===== src/rtl/pll_cfg_pkg.sv =====
// Shared types and constants for the PLL dynamic-reconfiguration controller.
package pll_cfg_pkg;

    localparam int ODIV_W  = 10;
    localparam int DUTY_W  = 10;
    localparam int PHASE_W = 13;

    localparam logic [ODIV_W-1:0]  ODIV_RST  = 10'd100;
    localparam logic [DUTY_W-1:0]  DUTY_RST  = 10'd100;
    localparam logic [PHASE_W-1:0] PHASE_RST = 13'd16;

    typedef enum logic [2:0] {
        S_IDLE,
        S_RST,
        S_WAIT_LOCK,
        S_DONE,
        S_ERR
    } state_e;

    typedef struct packed {
        logic [ODIV_W-1:0]  odiv;
        logic [DUTY_W-1:0]  duty;
        logic [PHASE_W-1:0] phase;
    } cfg_t;

    localparam cfg_t CFG_RST = '{odiv: ODIV_RST, duty: DUTY_RST, phase: PHASE_RST};

    // Duty is expressed in half-steps of the output divider, so it may reach 2*odiv.
    function automatic logic cfg_legal(input logic [ODIV_W-1:0] odiv,
                                       input logic [DUTY_W-1:0] duty);
        return (odiv != '0) && ({1'b0, duty} <= {odiv, 1'b0});
    endfunction

endpackage


===== src/rtl/sync_2ff.sv =====
// Two-flop synchronizer for a single asynchronous level.
module sync_2ff (
    input  logic clk_tb,
    input  logic rst_n,
    input  logic d,
    output logic q
);

    logic meta_q;
    logic sync_q;

    always_ff @(posedge clk_tb or negedge rst_n) begin
        if (!rst_n) begin
            meta_q <= 1'b0;
            sync_q <= 1'b0;
        end else begin
            meta_q <= d;
            sync_q <= meta_q;
        end
    end

    assign q = sync_q;

endmodule


===== src/rtl/pll_reconfig_ctrl.sv =====
// PLL reconfiguration sequencer: load settings, pulse PLL reset, wait for stable lock.
// Define PLL_LOCK_TIMEOUT_EN to bound the lock wait by TIMEOUT_CYCLES.
module pll_reconfig_ctrl
    import pll_cfg_pkg::*;
#(
    parameter int RST_CYCLES         = 10,
    parameter int LOCK_STABLE_CYCLES = 4,
    parameter int TIMEOUT_CYCLES     = 65535
) (
    input  logic               clk_tb,
    input  logic               rst_n,
    input  logic               req_valid,
    output logic               req_ready,
    input  logic [ODIV_W-1:0]  req_odiv,
    input  logic [DUTY_W-1:0]  req_duty,
    input  logic [PHASE_W-1:0] req_phase,
    input  logic               pll_lock,
    output logic               pll_rst,
    output logic [ODIV_W-1:0]  dyn_odiv0,
    output logic [DUTY_W-1:0]  dyn_duty0,
    output logic [PHASE_W-1:0] dyn_phase0,
    output logic               busy,
    output logic               done,
    output logic               err,
    output logic               lock_lost
);

    localparam int RC_W = $clog2(RST_CYCLES + 1);
    localparam int SC_W = $clog2(LOCK_STABLE_CYCLES + 1);

    state_e          state_q, state_d;
    logic [RC_W-1:0] rst_cnt_q, rst_cnt_d;
    logic [SC_W-1:0] stable_cnt_q, stable_cnt_d;
    cfg_t            dyn_q, dyn_d;
    logic            lock_s, lock_prev_q, locked_once_q, locked_once_d;
    logic            cfg_ok, stable_hit, to_hit;

    sync_2ff u_lock_sync (
        .clk_tb (clk_tb),
        .rst_n  (rst_n),
        .d      (pll_lock),
        .q      (lock_s)
    );

    assign cfg_ok = cfg_legal(req_odiv, req_duty);

    // Counters clear outside their state, so they never exceed their parameter.
    always_comb begin
        rst_cnt_d     = (state_q == S_RST) ? rst_cnt_q + 1'b1 : '0;
        stable_cnt_d  = (state_q == S_WAIT_LOCK && lock_s) ? stable_cnt_q + 1'b1 : '0;
        stable_hit    = (stable_cnt_d == SC_W'(LOCK_STABLE_CYCLES));
        locked_once_d = locked_once_q | (state_q == S_DONE);
        dyn_d         = dyn_q;
        if (state_q == S_IDLE && req_valid && cfg_ok)
            dyn_d = '{odiv: req_odiv, duty: req_duty, phase: req_phase};
    end

`ifdef PLL_LOCK_TIMEOUT_EN
    localparam int TC_W = $clog2(TIMEOUT_CYCLES + 1);
    logic [TC_W-1:0] to_cnt_q, to_cnt_d;

    assign to_cnt_d = (state_q == S_WAIT_LOCK) ? to_cnt_q + 1'b1 : '0;
    assign to_hit   = (to_cnt_d == TC_W'(TIMEOUT_CYCLES));

    always_ff @(posedge clk_tb or negedge rst_n) begin
        if (!rst_n) to_cnt_q <= '0;
        else        to_cnt_q <= to_cnt_d;
    end
`else
    assign to_hit = 1'b0;
`endif

    always_ff @(posedge clk_tb or negedge rst_n) begin
        if (!rst_n) begin
            state_q       <= S_IDLE;
            rst_cnt_q     <= '0;
            stable_cnt_q  <= '0;
            dyn_q         <= CFG_RST;
            lock_prev_q   <= 1'b0;
            locked_once_q <= 1'b0;
        end else begin
            state_q       <= state_d;
            rst_cnt_q     <= rst_cnt_d;
            stable_cnt_q  <= stable_cnt_d;
            dyn_q         <= dyn_d;
            lock_prev_q   <= lock_s;
            locked_once_q <= locked_once_d;
        end
    end

    always_comb begin
        state_d = state_q;
        case (state_q)
            S_IDLE:      if (req_valid) state_d = cfg_ok ? S_RST : S_ERR;
            S_RST:       if (rst_cnt_q == RC_W'(RST_CYCLES - 1)) state_d = S_WAIT_LOCK;
            S_WAIT_LOCK: begin
                // A lock completing on the timeout cycle still counts as success.
                if (stable_hit)  state_d = S_DONE;
                else if (to_hit) state_d = S_ERR;
            end
            S_DONE:      state_d = S_IDLE;
            S_ERR:       state_d = S_IDLE;
            default:     state_d = S_IDLE;
        endcase
    end

    always_comb begin
        req_ready = (state_q == S_IDLE);
        busy      = (state_q != S_IDLE);
        pll_rst   = (state_q == S_RST);
        done      = (state_q == S_DONE);
        err       = (state_q == S_ERR);
        lock_lost = (state_q == S_IDLE) && locked_once_q && lock_prev_q && !lock_s;
    end

    assign dyn_odiv0  = dyn_q.odiv;
    assign dyn_duty0  = dyn_q.duty;
    assign dyn_phase0 = dyn_q.phase;

endmodule


===== config.mk =====
export PLATFORM = sky130hd
export DESIGN_NAME = pll_reconfig_ctrl
export DESIGN_NICKNAME = d
export VERILOG_FILES = /design/src/rtl/pll_cfg_pkg.sv /design/src/rtl/sync_2ff.sv /design/src/rtl/pll_reconfig_ctrl.sv
export SDC_FILE = /design/constraint.sdc
export NUM_CORES = 1
export LEC_CHECK = 0
export CORE_AREA = 4 4 76 78
export CTS_CLUSTER_SIZE = 28
export DETAILED_ROUTE_END_ITERATION = 7
export DIE_AREA = 0 0 80 82
export GPL_TIMING_DRIVEN = 0
export PLACE_DENSITY = 0.77
export SLEW_MARGIN = 40
export SYNTH_ARGS = -nofsm -noshare
export SYNTH_HDL_FRONTEND = slang
export SYNTH_SLANG_ARGS = --single-unit

===== constraint.sdc =====
create_clock -name clk_tb -period 2.3 [get_ports clk_tb]
set_clock_uncertainty 0.05 [all_clocks]
set_input_delay 0.575 -clock clk_tb [delete_from_list [all_inputs] [get_ports clk_tb]]
set_output_delay 0.575 -clock clk_tb [all_outputs]
set_load 0.1 [all_outputs]

==> results of run 1 <==
[per-stage QoR]
step	instance area [um2]	util	setup WS (ps)	hold WS, ps
3_3_place_gp	3160	0.623	-855	285
4_1_cts	3280	0.647	-7.39	116
2_1_floorplan	2320	-	-158	229
6_report	3280	0.646	37.7	116
5_1_grt	3280	0.646	-4.88	119
3_5_place_dp	2980	0.588	-790	288
[registers in the layout, summed over array words and instances, names as in the netlist]
name	cells
dyn_duty0	10
dyn_odiv0	10
dyn_phase0	13
lock_prev_q	1
locked_once_q	1
rst_cnt_q	4
stable_cnt_q	3
state_q	3
u_lock_sync.meta_q	1
u_lock_sync.q	1
[per-layer routing]
layer / global-route usage / vias to the layer above
met2: 0.268 / 46
met3: 0.0351 / 11
li1: - / 748
met1: 0.216 / 764
met4: 0.0861 / 0
met5: 0 / -
[layout by cell type, fill, tap and decap left out, types with 5 or more instances in the layout]
| cell type | n |
|---|---|
| buf_12 | 6 |
| buf_2 | 49 |
| buf_4 | 9 |
| clkbuf_8 | 6 |
| clkdlybuf4s50_1 | 16 |
| dfrtp_1 | 38 |
| dfstp_2 | 7 |
| ha_4 | 8 |
| inv_1 | 8 |
| inv_2 | 5 |
| mux2_4 | 30 |
| nor2_1 | 11 |
[worst max-delay path, stage by stage]
cell and delay [ps]:
buf_4 120, inv_2 50, ha_4 190, nor2b_1 130, o21a_1 210, o32ai_4 310, nand4_4 170, buf_12 190
buf_12 150, mux2_4 290
[final cells by class]
type | count | area [um2]
Buffer | 3 | 60.1
Clock buffer | 7 | 86.3
Clock inverter | 1 | 5.00
Fill cell | 405 | 1800
Inverter | 15 | 62.6
Multi-Input combinational cell | 98 | 1150
Sequential cell | 47 | 1190
Tap cell | 70 | 87.6
Timing Repair Buffer | 84 | 641
[path summary, 6_finish.rpt]
check                                        endpoint  slack, ps  cells after the start
max                         dyn_phase0[5]$_DFFE_PN0P_         40                     10
min                        dyn_phase0[12]$_DFFE_PN0P_        120                      1
max reg2reg                 dyn_phase0[5]$_DFFE_PN0P_        350                      6
min reg2reg                   u_lock_sync.q$_DFF_PN0_        300                      0
max in group asynchronous   dyn_phase0[4]$_DFFE_PN1P_       1580                      2
min in group clk_tb           u_lock_sync.q$_DFF_PN0_        300                      0
[cell families (layout without fill, tap and decap cells)]
logic type | Yosys count | count (layout) | share of synthesized area
DFF | 47 | 47 | 0.531
muxes | 33 | 33 | 0.217
adders and majority gates | 12 | 12 | 0.0672
xor gates and xnor gates | 3 | 3 | 0.0118
and+or+nand+nor | 36 | 36 | 0.0857
buffers and inverters | 18 | 110 | 0.0403
AOI/OAI and AO/OA | 14 | 14 | 0.0476
[repair_timing]
item	in CTS	in global routing
gates resized for setup	92	11
setup buffers	6	1
cloned	2	0
pin swaps	15	8
endpoints found under the hold margin	0	0
endpoints found under the setup margin	35	26
==> impl_metrics.csv, run 1 <==
group,metric,value,unit
logic_synthesis,seq_area_frac_synth,0.531,
logic_synthesis,synth_cell_type_count,35,
finish,drive_above_1_share,0.569,
sta,maxSlewViolCount,0,
die,dieHeight,82,um
routing,drt-met1-wl,2.23,mm
grt,grt_pass1_vias,1643,
worst_hold_path,hold_class,"primary input to asynchronous set/reset pin",
routing,wl,5.04,mm
logic_synthesis,synth.area.top_cells,"dfrtp_1 45%, mux2_4 20%, dfstp_2 8.2%",
placed_design,dp.cells,309,
logic_synthesis,synth_seq_cells,47,
placed_design,port_buffers,75,
sta,setup_viol,0,
clocking,root_buffer,"clkbuf_8",
die,initial_core_util,0.440,
worst_setup_path,critPathLaunch,"req_odiv[1]",
run_status,status,"complete, no violations",
routing,wl_per_cell,15.5,um
sta,final.setup.tns,0,ps
logic_synthesis,yosys_warnings,0,
die,io_pins,76,
clocking,cts_buffer_depth,2,
clocking,cts_tree,"done",
sta,period_minus_slack,2260,ps
worst_setup_path,arrival,2400,ps
clocking,clkLatencyLatePin,290,ps
sta,finalHoldViolCount,0,
finish,fin_nets,303,
logic_synthesis,syn_area,0.00223,mm2
sta,worstMarginPinSlew,501,ps
clocking,numCtsBuffers,5,
placed_design,hpwl,3.66,mm
worst_setup_path,crit_type,"primary input to flop",
die,coreArea,0.00507,mm2
logic_synthesis,yosysMostFrequentCell,"dfrtp_1",
die,num_rows,26,
logic_synthesis,synthCells,163,
worst_setup_path,critPathCaptureType,"flop",
finish,syn_to_final_growth,46.8,%
logic_synthesis,yosysTopAreaCell,"dfrtp_1",
logic_synthesis,synthTopCellsByCount,"40 x dfrtp_1, 30 x mux2_4, 15 x inv_1",
clocking,cts.clk_slew.worst_paths,80,ps
routing,dr.pass1.iters,4,
logic_synthesis,synth_async_sr_flop_share,1.00,
sta,slew_headroom,0.668,
worst_setup_path,cp_data_required_time,2440,ps
sta,max_freq,442,MHz
finish,antenna_cells,0,
logic_synthesis,synth_edf_count,0,
routing,wl_met3,236,um
worst_setup_path,cp_max_fo,10,
worst_setup_path,r2r-start,"state_q[0]$_DFFE_PN0P_",
grt,antenna_found_initial,0,
grt,grt_pass1_wl,8.20,mm
logic_synthesis,ys.flop_type,"dfrtp_1",
clocking,cts_num_sinks,47,
finish,layout.cells.non_filler,325,
logic_synthesis,synth.net_count,212,
clocking,cts-htree-levels,2,
grt,grt_max_degree,26,
logic_synthesis,synth_top_area_share,0.448,
grt,grt-ovfl-total,0,
placed_design,gp_congestion,0.744,
routing,route.detailed.drc,0,
die,die_x,80,um
routing,met2WireLength,2.42,mm
flow_run,maxCapViolations,0,
routing,top_layer_used,"met4",
logic_synthesis,avgSynthCellArea,13.7,um2
routing,via_count,1569,
clocking,hold_buffers,0,
grt,grt_use_total,0.168,
sta,fin_crit_sh,0.984,
routing,vias_per_cell,4.83,
routing,first_iter_violations,33,
die,dieArea,0.00656,mm2
worst_setup_path,start_kind,"primary input",
routing,ant_nets,0,
Power of run 1 is left out: the tool's default activity adds up to more than one toggle a clock period on the data nets, which glitch-free logic cannot reach.
==> run 2, diff against run 1 <==
CORE_AREA = 4 4 80 74   (was 4 4 76 78)
DIE_AREA = 0 0 84 78   (was 0 0 80 82)
PLACE_DENSITY = 0.78   (was 0.77)
REMOVE_ABC_BUFFERS = 1   (was not set)
==> impl_metrics.csv, run 2 (same netlist as run 1, synthesis figures left out) <==
group,metric,value,unit
placed_design,pre_cts_slack,-1150,ps
grt,grt_pass1_wl,8.52,mm
die,dieArea,0.00655,mm2
grt,use_met3,0.0382,
finish,largest_reg_flops,13,
clocking,cts-htree-levels,2,
die,die_x,84,um
routing,wl_per_cell,16.4,um
grt,grt-ovfl-total,0,
die,initial_core_util,0.435,
placed_design,placed_cell_area,0.00289,mm2
placed_design,hpwl,3.46,mm
routing,via_count,1621,
finish,multiInputGateArea,0.00115,mm2
sta,finalWorstSetupSlack,48.9,ps
clocking,clkLatencyLatePin,300,ps
finish,register_area,0.00119,mm2
finish,syn_to_final_growth,53.7,%
flow_run,maxCapViolations,0,
worst_setup_path,rr_endpoint,"dyn_odiv0[4]$_DFFE_PN0P_",
die,coreArea,0.00513,mm2
clocking,cts_buffer_depth,2,
routing,wl,5.37,mm
sta,finalHoldViolCount,0,
clocking,cts_num_sinks,47,
placed_design,port_buffers,75,
grt,grt_use_total,0.166,
sta,period_minus_slack,2250,ps
clocking,cts_tree,"done",
finish,drive_above_1_share,0.585,
routing,first_iter_violations,86,
worst_setup_path,critPathCaptureType,"flop",
grt,use_met2,0.250,
die,num_rows,25,
worst_setup_path,cp_data_required_time,2430,ps
worst_setup_path,r2r-start,"state_q[0]$_DFFE_PN0P_",
routing,dr.pass1.iters,4,
routing,ant_nets,0,
finish,antenna_cells,0,
clocking,root_buffer,"clkbuf_8",
worst_setup_path,cp_max_fo,6,
finish,nFillCells,392,
grt,antenna_found_initial,0,
finish,layout_commonest_cell,"buf_2",
finish,final_cell_mix,"45 x buf_2, 38 x dfrtp_1, 31 x mux2_4",
sta,max_freq,444,MHz
run_status,status,"complete, no violations",
worst_setup_path,worst_r2r_path_depth,6,
worst_setup_path,start_kind,"primary input",
sta,maxSlewViolCount,0,
grt,grt.busiest_layer,"met2",
finish,finish.instance_area,0.00343,mm2
routing,route.detailed.drc,0,
sta,worstMarginPinSlew,496,ps
placed_design,gp_congestion,0.792,
worst_hold_path,hold_class,"primary input to asynchronous set/reset pin",
clocking,cts.clk_slew.worst_paths,90,ps
grt,grt_pass1_vias,1674,
clocking,numCtsBuffers,5,
grt,grt_max_degree,30,
sta,setup_viol,0,
worst_setup_path,crit_type,"primary input to flop",
grt,met1_usage,0.235,
worst_setup_path,r2r_slack,390,ps
clocking,hold_buffers,0,
finish,fin_nets,308,
sta,fin_crit_sh,0.979,
sta,slew_headroom,0.672,
die,dieHeight,78,um
worst_setup_path,arrival,2390,ps
routing,vias_per_cell,4.96,
die,io_pins,76,
-- run 2: worst max-delay path by stage --
stage / start / to / slack, ps / cells after the start
final: req_odiv[4] / dyn_odiv0[4]$_DFFE_PN0P_ / 50 / 10
after global routing: req_odiv[7] / dyn_odiv0[4]$_DFFE_PN0P_ / -2 / 10
after CTS: req_odiv[7] / dyn_phase0[11]$_DFFE_PN0P_ / -30 / 11
after detailed placement: req_odiv[7] / dyn_duty0[0]$_DFFE_PN0P_ / -1150 / 9
after global placement: req_odiv[3] / dyn_odiv0[7]$_DFFE_PN0P_ / -2010 / 8
after floorplan: state_q[0]$_DFFE_PN0P_ / lock_lost / -1780 / 2
-- run 2: layout make-up --
type                       instances  area share
clock inverter                     3      0.0197
tap                               67      0.0244
inverter                          15      0.0208
clock buffer                       5      0.0201
multi-input combinational         98       0.336
sequential                        47       0.346
timing repair buffer              92       0.233
-- run 2: per-layer routing --
metal | share of wire | up-vias
met1 | 0.46 | 811
met4 | 0.0089 | 0
met5 | 0 | -
met3 | 0.056 | 8
li1 | - | 756
met2 | 0.48 | 46
-- run 2: metrics by stage --
stage | std cells | hold slack [ps] | setup TNS, ps | utilization
2_1_floorplan | 160 | 229 | -56850 | -
3_3_place_gp | 302 | 285 | -96670 | 0.591
3_5_place_dp | 304 | 285 | -35560 | 0.562
4_1_cts | 326 | 91.5 | -192 | 0.652
5_1_grt | 327 | 87.5 | -3.38 | 0.669
6_report | 327 | 87.3 | 0 | 0.669
-- run 2: repair_timing --
item,in CTS,in global routing
setup buffers,10,3
cloned,4,0
pin swaps,17,10
setup endpoints to repair,35,21
resized for setup,112,32
-- run 2: critical path, cell delays in order --
cell	delay (ps)
buf_6	90
inv_4	30
ha_4	230
and4_4	200
o21a_1	130
o32ai_4	340
nand4_4	170
buf_12	180
buf_12	140
mux2_4	290
Power of run 2 is left out for the same reason.
==> run 3, diff against run 2 <==
SETUP_SLACK_MARGIN = 0.02   (was not set)
==> impl_metrics.csv, run 3 (same netlist as run 1, synthesis figures left out) <==
group,metric,value,unit
grt,grt-ovfl-total,0,
routing,wl_per_cell,16.1,um
clocking,cts.clk_slew.worst_paths,90,ps
finish,antenna_cells,0,
routing,via_count,1629,
routing,vias_per_cell,4.92,
routing,wl,5.31,mm
finish,layout_commonest_cell,"buf_2",
worst_setup_path,crit_type,"primary input to flop",
routing,route.detailed.drc,0,
worst_setup_path,cp_max_fo,6,
clocking,cts_tree,"done",
worst_setup_path,cp_data_required_time,2440,ps
sta,setup_viol,5,
sta,slew_headroom,0.672,
die,dieHeight,78,um
sta,worstMarginPinSlew,496,ps
finish,finish.instance_area,0.00347,mm2
grt,grt_max_degree,30,
sta,period_minus_slack,2340,ps
run_status,status,"complete, but fails checks",
finish,fin_nets,312,
clocking,cts_num_sinks,47,
sta,finalHoldViolCount,0,
sta,fin_crit_sh,1.02,
clocking,clkLatencyLatePin,300,ps
worst_setup_path,arrival,2480,ps
routing,first_iter_violations,87,
clocking,cts_buffer_depth,2,
sta,max_freq,428,MHz
finish,final_cell_mix,"44 x buf_2, 38 x dfrtp_1, 30 x mux2_4",
clocking,hold_buffers,0,
grt,grt_use_total,0.168,
clocking,numCtsBuffers,5,
flow_run,maxCapViolations,0,
placed_design,hpwl,3.46,mm
clocking,root_buffer,"clkbuf_8",
sta,holdWs,84.6,ps
die,coreArea,0.00513,mm2
worst_hold_path,hold_class,"primary input to asynchronous set/reset pin",
worst_setup_path,critPathCaptureType,"flop",
placed_design,gp_congestion,0.792,
finish,largest_reg_flops,13,
run_status,violations,"negative setup slack",
grt,antenna_found_initial,0,
routing,dr.pass1.iters,4,
finish,drive_above_1_share,0.591,
die,die_x,84,um
die,dieArea,0.00655,mm2
grt,grt_pass1_vias,1691,
sta,finalWorstSetupSlack,-37.9,ps
sta,rsz0062_at_grt,"yes",
die,num_rows,25,
die,io_pins,76,
die,initial_core_util,0.435,
finish,syn_to_final_growth,55.4,%
worst_setup_path,start_kind,"primary input",
routing,ant_nets,0,
grt,grt_pass1_wl,8.60,mm
placed_design,port_buffers,75,
placed_design,placed_cell_area,0.00289,mm2
sta,maxSlewViolCount,0,
clocking,cts-htree-levels,2,
==> run 3: changes by cell type in the layout (fill, tap and decap cells not counted), sizes merged <==
cell / previous run / this run
buf: 73 / 76
clkbuf: 5 / 6
==> run 3: final timing paths <==
kind / from / end / slack, ps / depth (start not counted)
hold / removal: rst_n / dyn_duty0[3]$_DFFE_PN0P_ / 80 / 1
hold reg to reg: u_lock_sync.meta_q$_DFF_PN0_ / u_lock_sync.q$_DFF_PN0_ / 310 / 0
min in group clk_tb: u_lock_sync.meta_q$_DFF_PN0_ / u_lock_sync.q$_DFF_PN0_ / 310 / 0
max in group asynchronous: rst_n / dyn_odiv0[6]$_DFFE_PN1P_ / 1620 / 2
setup reg to reg: state_q[1]$_DFFE_PN0P_ / dyn_phase0[11]$_DFFE_PN0P_ / 320 / 7
setup / recovery: req_odiv[5] / dyn_phase0[11]$_DFFE_PN0P_ / -40 / 12
==> run 3: what timing repair did <==
action                                  4_1_cts  5_1_grt
pin swaps                                    17       10
setup buffers                                10        6
resized for setup                           113       31
gates cloned                                  4        0
endpoints found under the setup margin       36       35
==> run 3: area by class of cell <==
type / instances / area [um2]
Inverter: 15 / 71.3
Sequential cell: 47 / 1190
Tap cell: 67 / 83.8
Clock inverter: 3 / 67.6
Timing Repair Buffer: 96 / 840
Clock buffer: 5 / 68.8
Multi-Input combinational cell: 98 / 1150
Fill cell: 391 / 1660
==> run 3: through the flow <==
step | util | setup TNS, ps | cells | setup WS [ps]
detailed placement | 0.562 | -35560 | 304 | -1150
global route | 0.676 | -646 | 331 | -92.9
CTS | 0.653 | -192 | 326 | -33.9
global placement | 0.591 | -96670 | 302 | -2010
floorplan | - | -56850 | 160 | -1780
finish | 0.676 | -122 | 331 | -37.9
==> run 3: layer usage <==
layer  up-vias  track usage  routed length (um)
met5         -            0                   0
met4         0       0.0595                  60
met3         9       0.0382                 286
met2        49        0.256                2470
met1       807        0.235                2490
li1        764            -                   -
==> run 3: worst max-delay path, stage by stage <==
cell     delay (ps)
buf_8           100
inv_4            50
ha_4            190
buf_4           140
a21oi_2         150
o21ai_2          90
o32ai_4         290
nand4_4         170
buf_12          170
buf_8           130
buf_16          140
mux2_4          280
Power of run 3 is left out for the same reason.
